## src/rtl/zymason_pkg.sv

```systemverilog
// rtl/zymason_pkg.sv - shared state encoding and field widths for the Tiny1 loader
package zymason_pkg;

    localparam int SEG_W = 7;
    localparam int NIB_W = 4;
    localparam int SPD_W = 5;

    typedef enum logic [2:0] {
        IDLE  = 3'd0,
        RST   = 3'd1,
        FETCH = 3'd2,
        LO    = 3'd3,
        HI    = 3'd4,
        ADV   = 3'd5,
        SCAN  = 3'd6
    } state_t;

endpackage

```

## src/rtl/zymason_tiny_loader.sv

```systemverilog
// rtl/zymason_tiny_loader.sv - streams a frame of 7-seg patterns into a Tiny1 digit store
module zymason_tiny_loader
    import zymason_pkg::*;
#(
    parameter int NUM_DIGITS = 2
) (
    input  logic             clock,
    input  logic             reset,
    input  logic             start,
    input  logic [SEG_W-1:0] seg_data,
    input  logic             seg_valid,
    output logic             seg_ready,
    input  logic [SPD_W-1:0] scan_spd,
    output logic             tgt_reset,
    output logic             tgt_rw,
    output logic             tgt_sel,
    output logic [NIB_W-1:0] tgt_pin,
    output logic             busy,
    output logic             done
);

    localparam int IDX_W = (NUM_DIGITS > 1) ? $clog2(NUM_DIGITS) : 1;
    localparam logic [IDX_W-1:0] LAST_IDX = IDX_W'(NUM_DIGITS - 1);

    state_t           state;
    state_t           state_next;
    logic [SEG_W-1:0] seg_q;
    logic [IDX_W-1:0] dig_idx;
    logic             done_q;

    // State register
    always_ff @(posedge clock) begin
        if (reset) begin
            state <= IDLE;
        end else begin
            state <= state_next;
        end
    end

    // Segment latch, digit counter and the one-shot marking entry into SCAN
    always_ff @(posedge clock) begin
        if (reset) begin
            seg_q   <= '0;
            dig_idx <= '0;
            done_q  <= 1'b0;
        end else begin
            if (state == FETCH && seg_valid) begin
                seg_q <= seg_data;
            end
            if (state == RST) begin
                dig_idx <= '0;
            end else if (state == ADV) begin
                dig_idx <= dig_idx + 1'b1;
            end
            done_q <= (state == HI) && (dig_idx == LAST_IDX);
        end
    end

    // Next-state decode
    always_comb begin
        state_next = state;
        case (state)
            IDLE:    if (start) state_next = RST;
            RST:     state_next = FETCH;
            FETCH:   if (seg_valid) state_next = LO;
            LO:      state_next = HI;
            HI:      state_next = (dig_idx < LAST_IDX) ? ADV : SCAN;
            ADV:     state_next = FETCH;
            SCAN:    if (start) state_next = RST;
            default: state_next = IDLE;
        endcase
    end

    // Moore output decode; ADV repeats the low nibble because the target rewrites it while advancing
    always_comb begin
        tgt_reset = reset;
        tgt_rw    = 1'b0;
        tgt_sel   = 1'b0;
        tgt_pin   = '0;
        seg_ready = 1'b0;
        busy      = 1'b0;
        done      = 1'b0;
        case (state)
            RST: begin
                tgt_reset = 1'b1;
                busy      = 1'b1;
            end
            FETCH: begin
                tgt_rw    = 1'b1;
                tgt_pin   = seg_q[NIB_W-1:0];
                seg_ready = 1'b1;
                busy      = 1'b1;
            end
            LO, ADV: begin
                tgt_rw  = 1'b1;
                tgt_pin = seg_q[NIB_W-1:0];
                busy    = 1'b1;
            end
            HI: begin
                tgt_rw  = 1'b1;
                tgt_sel = 1'b1;
                tgt_pin = {1'b0, seg_q[SEG_W-1:NIB_W]};
                busy    = 1'b1;
            end
            SCAN: begin
                tgt_sel = scan_spd[0];
                tgt_pin = scan_spd[SPD_W-1:1];
                done    = done_q;
            end
            default: begin
                tgt_rw = 1'b0;
            end
        endcase
    end

endmodule

```

## config.mk

```make
export PLATFORM = sky130hd
export DESIGN_NAME = zymason_tiny_loader
export DESIGN_NICKNAME = d
export VERILOG_FILES = /design/src/rtl/zymason_pkg.sv /design/src/rtl/zymason_tiny_loader.sv
export SDC_FILE = /design/constraint.sdc
export NUM_CORES = 1
export LEC_CHECK = 0
export ABC_AREA = 1
export CAP_MARGIN = 20
export CORE_ASPECT_RATIO = 0.75
export CORE_MARGIN = 5
export CORE_UTILIZATION = 33
export DETAILED_ROUTE_END_ITERATION = 10
export MAX_ROUTING_LAYER = met4
export SYNTH_ARGS = -nofsm -noshare
export SYNTH_HDL_FRONTEND = slang
export SYNTH_SLANG_ARGS = --single-unit
```

## constraint.sdc

```tcl
create_clock -name clock -period 2.4 [get_ports clock]
set_input_delay 0.6 -clock clock [delete_from_list [all_inputs] [get_ports clock]]
set_output_delay 0.6 -clock clock [all_outputs]
set_load 0.01 [all_outputs]
```

# --- Word-level counts from Yosys, hierarchy flattened ---
# Index checks and enable logic that the tools add are counted.
word_totals:
  in_bits: 16
  regBits: 12
  elab_cells: 35
classes:
  n_reduce_logical: 10
  n_eq_ne: 8
  n_addsub: 1
  mux: 11
  n_lt_le_gt_ge: 1
op_table:
  columns: ["cell", "count"]
  rows:
  - ["3-bit one-hot mux with 5 select lines", 1]
  - ["4-bit one-hot mux with 3 select lines", 1]
  - ["3-bit equality test, second input constant", 3]
  - ["3-bit by 2-bit equality test with 1-bit output, second input constant", 2]
  - ["3-bit two-way mux", 2]
  - ["2-bit OR reduction", 3]
  - ["1-bit two-way mux", 5]
  - ["5-bit OR reduction", 1]
  - ["4-bit OR reduction", 1]
  - ["3-bit by 1-bit equality test with 1-bit output, second input constant", 1]
  - ["3-bit zero test", 1]
  - ["3-bit OR reduction", 1]
  - ["1-bit logical AND", 2]
  - ["2-bit two-way mux", 1]
  - ["2-bit by 1-bit != test with 1-bit output, second input constant", 1]
  - ["2-bit != test, second input constant", 1]
  - ["1-bit one-hot mux with 2 select lines", 1]
  - ["2-bit AND reduction", 1]
  - ["1-bit adder, second input constant", 1]
  - ["1-bit < comparator, second input constant", 1]

# --- Longest topological paths before layout ---
depth:
  depth_word: 4
  ltp_mapped: 7
  mapped_depth_nobuf: 5

# --- Worst setup path after synthesis ---
# Ideal clock, no wire load.
synth_path:
  path_type: "in2out"
  start: "input port reset"
  end: "output port tgt_reset"
  stages: 2
  arrival_time_ps: 961
  n_path_buf: 0
  setup_slack_ps: 839
  path_cell_list: "clkinv_1 -> o21ai_1"
synth_between:
  elab_chain_len: 1
synth_lines:
  columns: ["element", "line", "source"]
  rows:
  - ["from (decl)", "zymason_tiny_loader.sv:8", "input logic reset,"]
  - ["1-bit two-way mux", "zymason_tiny_loader.sv:83", "case (state)"]
  - ["to (decl)", "zymason_tiny_loader.sv:14", "output logic tgt_reset,"]
# No other way between the ends.

# --- Worst setup path after layout ---
layout_path:
  start: "input port scan_spd[2]"
  end: "output port tgt_pin[1]"
layout_between:
  elab_chain_len: 1
layout_lines:
  columns: ["element", "line", "source"]
  rows:
  - ["from (decl)", "zymason_tiny_loader.sv:13", "input logic [SPD_W-1:0] scan_spd,"]
  - ["4-bit one-hot mux with 3 select lines", "zymason_tiny_loader.sv:83", null]
  - ["to (decl)", "zymason_tiny_loader.sv:17", "output logic [NIB_W-1:0] tgt_pin,"]
# No other way between the ends.

==> impl_metrics.json <==
{
  "status": "complete, no violations",
  "syn_area_per_cell_um2": 6.53,
  "cpMaxStageDelayCell": "clkdlybuf4s50_1",
  "synthTopCellsByCount": "nand2_1, nor2_1, inv_1, dfxtp_1, nand3_1",
  "rsz0062_at_grt": "no",
  "start_util_pct": 34.3,
  "whs_ns": 0.492,
  "grtUsageTotal_pct": 11.5,
  "drt_iter0_markers": 66,
  "worst_pin_slew_ns": 0.240,
  "cts_made_buffers": 3,
  "ys_ff_latch": 12,
  "die_x_um": 62.6,
  "design_area_mm2": 0.00103,
  "gp_congestion": 0.892,
  "yosys.area.top_type": "dfxtp_1",
  "period_share_pct": 96.9,
  "syn_to_final_growth_pct": 50.9,
  "synth_area_um2": 686,
  "cts_buffer_depth": 2,
  "core_mm2": 0.00200,
  "cp_top_family": "buffers and inverters",
  "skew_ns": 0.00548,
  "grt_start_max_net_pins": 15,
  "die_y_um": 49.5,
  "dp.final_hpwl_um": 1290,
  "drc_errors": 0,
  "port_buffers": 25,
  "period_minus_slack_ns": 2.33,
  "drtAntennaViolNets": 0,
  "p_leak_nw": 0.533,
  "cts_root_buffer": "clkbuf_4",
  "total_power_uw": 600,
  "cts_max_level": 1,
  "path_common_cell": "clkdlybuf4s50_1",
  "num_vias": 722,
  "place_area_um2": 966,
  "cp_num_buf_inv": 2,
  "synth_top_area_share_pct": 35.0,
  "startpoint_type": "input pin",
  "fmax_mhz": 430,
  "ys_seq_area_share_pct": 35.0,
  "critical_path_required_ns": 1.80,
  "setup_violations": 0,
  "drv_slew": 0,
  "synthArstFlopShare_pct": 0,
  "hp-class": "register to register",
  "arrival_ns": 1.73,
  "synth_warnings": 0,
  "power_density_mw_per_mm2": 580,
  "wl_per_cell_um": 10.1,
  "cts_sinks": 12,
  "synthTopCellsByArea": "dfxtp_1, nand2_1, nor2_1, inv_1, nand3_1",
  "insertedDiodeCount": 0,
  "syn_nets": 121,
  "cts_tree": "built",
  "fp-row-count": 14,
  "layout-drive-gt1-share_pct": 16.1,
  "cp_max_fo": 1,
  "setup_tns_ns": 0,
  "drtPass1Iterations": 4,
  "yosysMostFrequentCell": "nand2_1",
  "clk_pin_slew_ns": 0.08,
  "fin_nets": 155,
  "synth_top_flop_cell": "dfxtp_1",
  "maxCapViolations": 0,
  "pre_cts_ws_ns": -0.0307,
  "viasPerCell": 4.48,
  "grt_pass1_wl_um": 2780,
  "setup_slack_ns": 0.0739,
  "ir_drop_uv": 338,
  "slew_headroom_pct": 83.9,
  "antenna_found_initial": 0,
  "slowest_delay_ns": 0.54,
  "postCtsHoldBufs": 0,
  "worstPathCellList": "clkdlybuf4s50_1 > nand2_1 > nand3_1 > clkdlybuf4s50_1",
  "hold_viol": 0,
  "synth_edf_count": 0,
  "clkLatencyLatePin_ns": 0.27,
  "crit_type": "input pin to primary output",
  "grt_pass1_vias": 635,
  "grt_overflow": 0,
  "pin_count": 26,
  "yosysUniqueCellTypes": 23,
  "totalWireLength_um": 1630,
  "synth_cells": 105,
  "crit_path_end_kind": "primary output",
  "die_area_mm2": 0.00310
}
## worst register-to-register path, delay by kind of cell, from the launching register on
family        cells  cell delay [ns]
simple gates      5             0.52
flops             1             0.37
buf+inv           1             0.19
## state kept, by name, indices dropped and copies added (netlist names)
register,flops
seg_q,7
state,3
done_q,1
dig_idx,1
## per-layer routing
layer	share of wire, %	GRT usage (%)	routed length [µm]	up-vias
met5	0	-	0	-
met4	1.4	4.24	23	0
met3	6.8	5.00	111	2
met2	44	15.5	718	21
met1	48	15.0	775	311
li1	-	-	-	388
## path summary, 6_finish.rpt
kind / cells after the start / slack (ns) / end / from
max: 4 / 0.07 / tgt_pin[1] / scan_spd[2]
min: 2 / 0.49 / dig_idx / dig_idx
max reg2reg: 6 / 1.26 / seg_q[3] / state[2]
min reg2reg: 2 / 0.49 / dig_idx / dig_idx
## power breakdown
part / switching, mW / leakage (nW) / internal, mW / total (mW)
combinational: 0.114 / 0.421 / 0.112 / 0.226
clock: 0.0659 / 0.0138 / 0.0581 / 0.124
sequential: 0.0264 / 0.0985 / 0.224 / 0.250
total: 0.206 / 0.533 / 0.394 / 0.600
## metrics by stage
step           cells  util [%]
2_1_floorplan    105         -
3_3_place_gp     155      48.4
3_5_place_dp     155      48.4
4_1_cts          160      50.9
5_1_grt          161      51.8
6_report         161      51.8
## cell families after synthesis
| group | share of synthesized area [%] |
|---|---|
| and+or+nand+nor | 47.1 |
| buffers and inverters | 12.0 |
| DFF | 35.0 |
| AOI/OAI and AO/OA | 5.84 |
## final cells by class
class / count / area [µm²]
inverters: 16 / 62.6
flip-flops and latches: 12 / 243
fillers: 206 / 962
repair buffers: 31 / 302
multi-input cells: 75 / 375
well taps: 24 / 30.0
clock buffers: 3 / 22.5
## timing repair
action,CTS,global route
resized for setup,6,4
endpoints found under the setup margin,7,5
setup buffers,2,1
## layout by cell type, fill, tap and decap left out
cell type        count
nand3_1              8
a21oi_4              1
buf_4                6
nor2_4               2
nor2_1              18
o21ai_1              1
nand3_4              1
clkdlybuf4s50_1     21
dlymetal6s2s_1       3
nand2_1             33
dfxtp_1             10
inv_1               12
o211ai_1             1
or2_1                1
nor3_1               1
o21ai_2              1
dfxtp_2              2
nand2_4              1
nor3b_1              1
inv_4                1
inv_2                2
a21oi_1              2
nand3_2              1
nor3_2               1
dlygate4sd2_1        1
nand4_1              1
clkinv_1             1
clkbuf_4             3
Note: power is estimated with default switching activity, not from simulation.
